<file path="src/rtl/dmg_timer.sv">
// DMG timer block: DIV/TIMA/TMA/TAC registers, falling-edge TIMA clocking,
// delayed TMA reload after overflow and a stretched timer interrupt.
module dmg_timer #(
    parameter int unsigned RELOAD_DELAY = 4
) (
    input  logic       clk,
    input  logic       rst,
    input  logic [1:0] reg_addr,
    input  logic       reg_write,
    input  logic [7:0] d_wr,
    output logic [7:0] reg_d_rd,
    output logic       irq_timer
);

    localparam int unsigned DLY_W   = (RELOAD_DELAY > 2) ? $clog2(RELOAD_DELAY) : 1;
    localparam int unsigned IRQ_LEN = 4;
    localparam int unsigned IRQ_W   = 3;

    localparam logic [1:0] A_DIV  = 2'd0;
    localparam logic [1:0] A_TIMA = 2'd1;
    localparam logic [1:0] A_TMA  = 2'd2;
    localparam logic [1:0] A_TAC  = 2'd3;

    typedef enum logic [1:0] {RUN, OVF, RELOAD} state_t;

    state_t             state_q, state_d;
    logic [15:0]        div_q, div_d;
    logic [7:0]         tima_q, tima_d;
    logic [7:0]         tma_q, tma_d;
    logic [2:0]         tac_q, tac_d;
    logic               tick_q, tick;
    logic [DLY_W-1:0]   dly_q, dly_d;
    logic [IRQ_W-1:0]   irq_cnt_q, irq_cnt_d;
    logic               inc;
    logic               wr_div, wr_tima, wr_tma, wr_tac;

    assign wr_div  = reg_write && (reg_addr == A_DIV);
    assign wr_tima = reg_write && (reg_addr == A_TIMA);
    assign wr_tma  = reg_write && (reg_addr == A_TMA);
    assign wr_tac  = reg_write && (reg_addr == A_TAC);

    // Selected divider tap; DIV/TAC writes that drop it also count as a falling edge.
    always_comb begin
        tick = 1'b0;
        case (tac_q[1:0])
            2'b00:   tick = div_q[9];
            2'b01:   tick = div_q[3];
            2'b10:   tick = div_q[5];
            default: tick = div_q[7];
        endcase
        tick = tick & tac_q[2];
    end

    assign inc = tick_q & ~tick;

    always_comb begin
        state_d   = state_q;
        div_d     = wr_div ? 16'h0000 : div_q + 16'd1;
        tima_d    = tima_q;
        tma_d     = wr_tma ? d_wr : tma_q;
        tac_d     = wr_tac ? d_wr[2:0] : tac_q;
        dly_d     = dly_q;
        irq_cnt_d = (irq_cnt_q != '0) ? irq_cnt_q - IRQ_W'(1) : '0;
        case (state_q)
            RUN: begin
                if (wr_tima) begin
                    tima_d = d_wr;
                end else if (inc) begin
                    if (tima_q == 8'hff) begin
                        tima_d = 8'h00;
                        if (RELOAD_DELAY > 1) begin
                            state_d = OVF;
                            dly_d   = DLY_W'(RELOAD_DELAY - 1);
                        end else begin
                            state_d = RELOAD;
                        end
                    end else begin
                        tima_d = tima_q + 8'd1;
                    end
                end
            end
            OVF: begin
                // A CPU write here wins over the pending reload and its interrupt.
                if (wr_tima) begin
                    tima_d  = d_wr;
                    state_d = RUN;
                    dly_d   = '0;
                end else begin
                    if (inc) tima_d = tima_q + 8'd1;
                    if (dly_q <= DLY_W'(1)) begin
                        state_d = RELOAD;
                        dly_d   = '0;
                    end else begin
                        dly_d = dly_q - DLY_W'(1);
                    end
                end
            end
            RELOAD: begin
                tima_d    = tma_d;
                irq_cnt_d = IRQ_W'(IRQ_LEN);
                state_d   = RUN;
            end
            default: state_d = RUN;
        endcase
    end

    always_ff @(posedge clk or negedge rst) begin
        if (!rst) begin
            state_q   <= RUN;
            div_q     <= '0;
            tima_q    <= '0;
            tma_q     <= '0;
            tac_q     <= '0;
            tick_q    <= 1'b0;
            dly_q     <= '0;
            irq_cnt_q <= '0;
            irq_timer <= 1'b0;
        end else begin
            state_q   <= state_d;
            div_q     <= div_d;
            tima_q    <= tima_d;
            tma_q     <= tma_d;
            tac_q     <= tac_d;
            tick_q    <= tick;
            dly_q     <= dly_d;
            irq_cnt_q <= irq_cnt_d;
            irq_timer <= (irq_cnt_d != '0);
        end
    end

    always_comb begin
        reg_d_rd = 8'h00;
        case (reg_addr)
            A_DIV:   reg_d_rd = div_q[15:8];
            A_TIMA:  reg_d_rd = tima_q;
            A_TMA:   reg_d_rd = tma_q;
            default: reg_d_rd = {5'b11111, tac_q};
        endcase
    end

endmodule

</file>
<file path="config.mk">
export PLATFORM = sky130hd
export DESIGN_NAME = dmg_timer
export DESIGN_NICKNAME = d
export VERILOG_FILES = /design/src/rtl/dmg_timer.sv
export SDC_FILE = /design/constraint.sdc
export NUM_CORES = 1
export LEC_CHECK = 0
export ABC_AREA = 1
export CORE_MARGIN = 1.5
export CORE_UTILIZATION = 30
export DETAILED_ROUTE_END_ITERATION = 8
export HOLD_SLACK_MARGIN = 0.15
export PLACE_DENSITY = 0.55
export REMOVE_ABC_BUFFERS = 1
export SLEW_MARGIN = 20
export SYNTH_ARGS = -nofsm -noshare
export SYNTH_HDL_FRONTEND = slang
export SYNTH_SLANG_ARGS = --single-unit
</file>
<file path="constraint.sdc">
create_clock -name clk -period 1.8 [get_ports clk]
set_input_delay 0.36 -clock clk [delete_from_list [all_inputs] [get_ports clk]]
set_output_delay 0.36 -clock clk [all_outputs]
set_load 0.01 [all_outputs]
</file>
==> flow_metrics.env <==
export IMPL_status="completed"
export IMPL_ant_nets=0
export IMPL_cts_buffers=5
export IMPL_drive_gt1_share_pct=16.7
export IMPL_synth_main_ff_cell="dfrtp_1"
export IMPL_drc_errors=0
export IMPL_post_route_period_util_pct=96.8
export IMPL_antenna_found_initial=0
export IMPL_yosys_warnings=0
export IMPL_start_util_pct=31.0
export IMPL_finalHoldViolations=0
export IMPL_slew_violations=0
export IMPL_wl_per_cell_um=12.8
export IMPL_drt_total_wl_um=6840
export IMPL_vias=2504
export IMPL_syn_avg_cell_area_sq_um=7.20
export IMPL_overflow=0
export IMPL_grt_pass1_wl_um=12000
export IMPL_rsz0062_at_grt="true"
export IMPL_grt_pass1_vias=2538
export IMPL_async_reset_ff_share_pct=100
export IMPL_coreArea_sq_um=8760
export IMPL_cp_max_fo=7
export IMPL_grt_total_usage_pct=15.4
export IMPL_cts_max_level=2
export IMPL_dr_pass1_iters=4
export IMPL_clock_latency_ns=0.30
export IMPL_die_h_um=98.1
export IMPL_tightest_slew_ns=0.344
export IMPL_post_dp_hpwl_um=5310
export IMPL_area_delta_synth_final_pct=21.3
export IMPL_place_congestion=0.883
export IMPL_synth_top_family_by_area="simple AND/OR/NAND/NOR gates"
export IMPL_worstPathArrival_ns=1.38
export IMPL_startpoint_type="input port"
export IMPL_synth_cells=377
export IMPL_synth_top_area_share_pct=40.6
export IMPL_ys_seq_area_share_pct=40.6
export IMPL_ios=22
export IMPL_routed_via_density=4.70
export IMPL_synth_largest_area_cell="dfrtp_1"
export IMPL_synth_fa_ha_area_share_pct=2.30
export IMPL_fin_crit_ns=1.74
export IMPL_root_buffer="clkbuf_8"
export IMPL_endpoint_kind="primary output"
export IMPL_finalPower_uw=3580
export IMPL_synth_area_mux_share_pct=0
export IMPL_drv_cap=0
export IMPL_port_buffers=21
export IMPL_whs_path_depth=2
export IMPL_synthSimpleGateAreaFrac_pct=36.2
export IMPL_powerDensity_nw_per_um2=1090
export IMPL_die_w_um=98.1
export IMPL_synthTopCellsByArea="dfrtp_1 (41%), nand2_1 (17%), inv_1 (6.2%), nand3_1 (5.9%), nor2_1 (4.6%)"
export IMPL_drt_iter0_markers=128
export IMPL_critical_path_required_ns=1.44
export IMPL_hold_path_class="reg2reg"
export IMPL_synth_edff_count=0
export IMPL_postSynthRegisterBits=44
export IMPL_post_route_util_pct=37.6
export IMPL_n_antenna_cell=0
export IMPL_cts_sinks=44
export IMPL_finalSetupViolations=0
export IMPL_ys_types=37
export IMPL_yosys_cell_count_top_type="nand2_1"
export IMPL_synth_compound_area_share_pct=10.3
export IMPL_rows=34
export IMPL_cts_tree="built"
export IMPL_syn_area_sq_um=2720
export IMPL_synthXorXnorAreaFrac_pct=1.29
export IMPL_slew_headroom_pct=76.9
export IMPL_leakage_uw=0.00166
export IMPL_path_class="in2out"
export IMPL_yosys_top_cells_count="nand2_1 (122), inv_1 (45), dfrtp_1 (44)"
export IMPL_ff2ff_path_depth=11
export IMPL_grt_max_degree=45
export IMPL_max_clock_path_buffers=2
export IMPL_fmax_mhz=574
export IMPL_fin_worst_skew_ns=0.00452
export IMPL_cts_clk_slew_worst_paths_ns=0.09
export IMPL_vdd_drop_max_v=0.000567
export IMPL_fp_dieArea_sq_um=9630
export IMPL_nNetsFinal=442
export IMPL_fin_hold_ws_ns=0.469
[metal layers]
layer	part of all wire, %	wire length, um	GRT usage [%]	vias up
met1	47	3190	20.3	1152
met5	0	0	0	-
li1	-	-	-	1302
met4	0.89	61	3.25	0
met2	48	3270	26.6	43
met3	4.7	321	2.65	7
[power by group]
| group | switching (uW) | internal (uW) |
|---|---|---|
| clock network | 365 | 307 |
| logic | 885 | 566 |
| registers | 214 | 1240 |
| total | 1460 | 2120 |
[final cells by class]
type	instances	area, sq um
tap	108	135
sequential	44	1100
clock buffer	6	82.6
inverter	56	215
multi-input combinational	273	1370
clock inverter	2	10.0
timing repair buffer	44	383
fill	922	5470
[critical path, stage by stage]
cell and delay (ns):
dlygate4sd2_1 0.28, buf_12 0.15, buf_4 0.14, o21ai_0 0.15, o221ai_1 0.14, buf_2 0.16
[placed cells by master (no fill, tap or decap), drive strengths merged]
cell type,Yosys,layout
a31o,1,1
o21a,3,3
dlygate4sd3,0,1
or2,2,2
inv,54,55
and2,1,1
ha,5,5
o21ai,21,21
clkdlybuf4s15,0,2
o211ai,1,1
xor2,4,4
clkinv,2,3
o31ai,1,1
a21boi,1,1
dfrtp,44,44
nand2,129,129
nand3,32,32
o2111ai,1,1
buf,4,30
a221oi,1,1
dlygate4sd2,0,1
clkbuf,0,6
nand4,6,6
clkdlybuf4s50,0,10
nor3,12,12
o21bai,1,1
o221ai,3,3
a221o,1,1
nor2,38,38
nor4,1,1
a21oi,8,8
[path summary, 6_finish.rpt]
| kind | start | endpoint | slack, ns |
|---|---|---|---|
| worst max-delay path | reg_addr[0] | reg_d_rd[5] | 0.06 |
| worst min-delay path | irq_cnt_q[2]$_DFF_PN0_ | irq_timer$_DFF_PN0_ | 0.47 |
| worst max register to register | tima_q[0]$_DFFE_PN0P_ | dly_q[1]$_DFFE_PN0P_ | 0.19 |
| worst min register to register | irq_cnt_q[2]$_DFF_PN0_ | irq_timer$_DFF_PN0_ | 0.47 |
| max in group asynchronous | rst | tima_q[1]$_DFFE_PN0P_ | 1.01 |
| min in group asynchronous | rst | div_q[5]$_DFF_PN0_ | 0.57 |
[kinds of logic after synthesis]
logic type,count (synthesis)
XOR/XNOR,4
AND/OR/NAND/NOR,221
buffers and inverters,60
AO/OA/AOI/OAI,43
flip-flops,44
adder cells (fa/ha/maj),5
[sequential cells by signal, summed over array words and instances, names as in the netlist]
name / count
irq_cnt_q: 3
tma_q: 8
tima_q: 8
dly_q: 2
div_q: 16
tick_q: 1
state_q: 2
irq_timer: 1
tac_q: 3
[per-stage QoR]
step                std cells  setup WS (ns)  instance area [sq um]  TNS [ns]
floorplan                 373          0.374                   2680         0
global placement          524         -0.605                   3220     -7.74
detailed placement        524         -0.621                   3220     -7.97
CTS                       533        0.00222                   3300         0
global route              533        -0.0253                   3290   -0.0253
finish                    533         0.0581                   3290         0
[repair_timing]
action,in CTS,in global routing
hold endpoints to repair,44,0
resized for setup,33,6
setup buffers,0,0
setup endpoints to repair,8,10
hold buffers,1,0
Note: power is estimated with default switching activity, not from simulation.
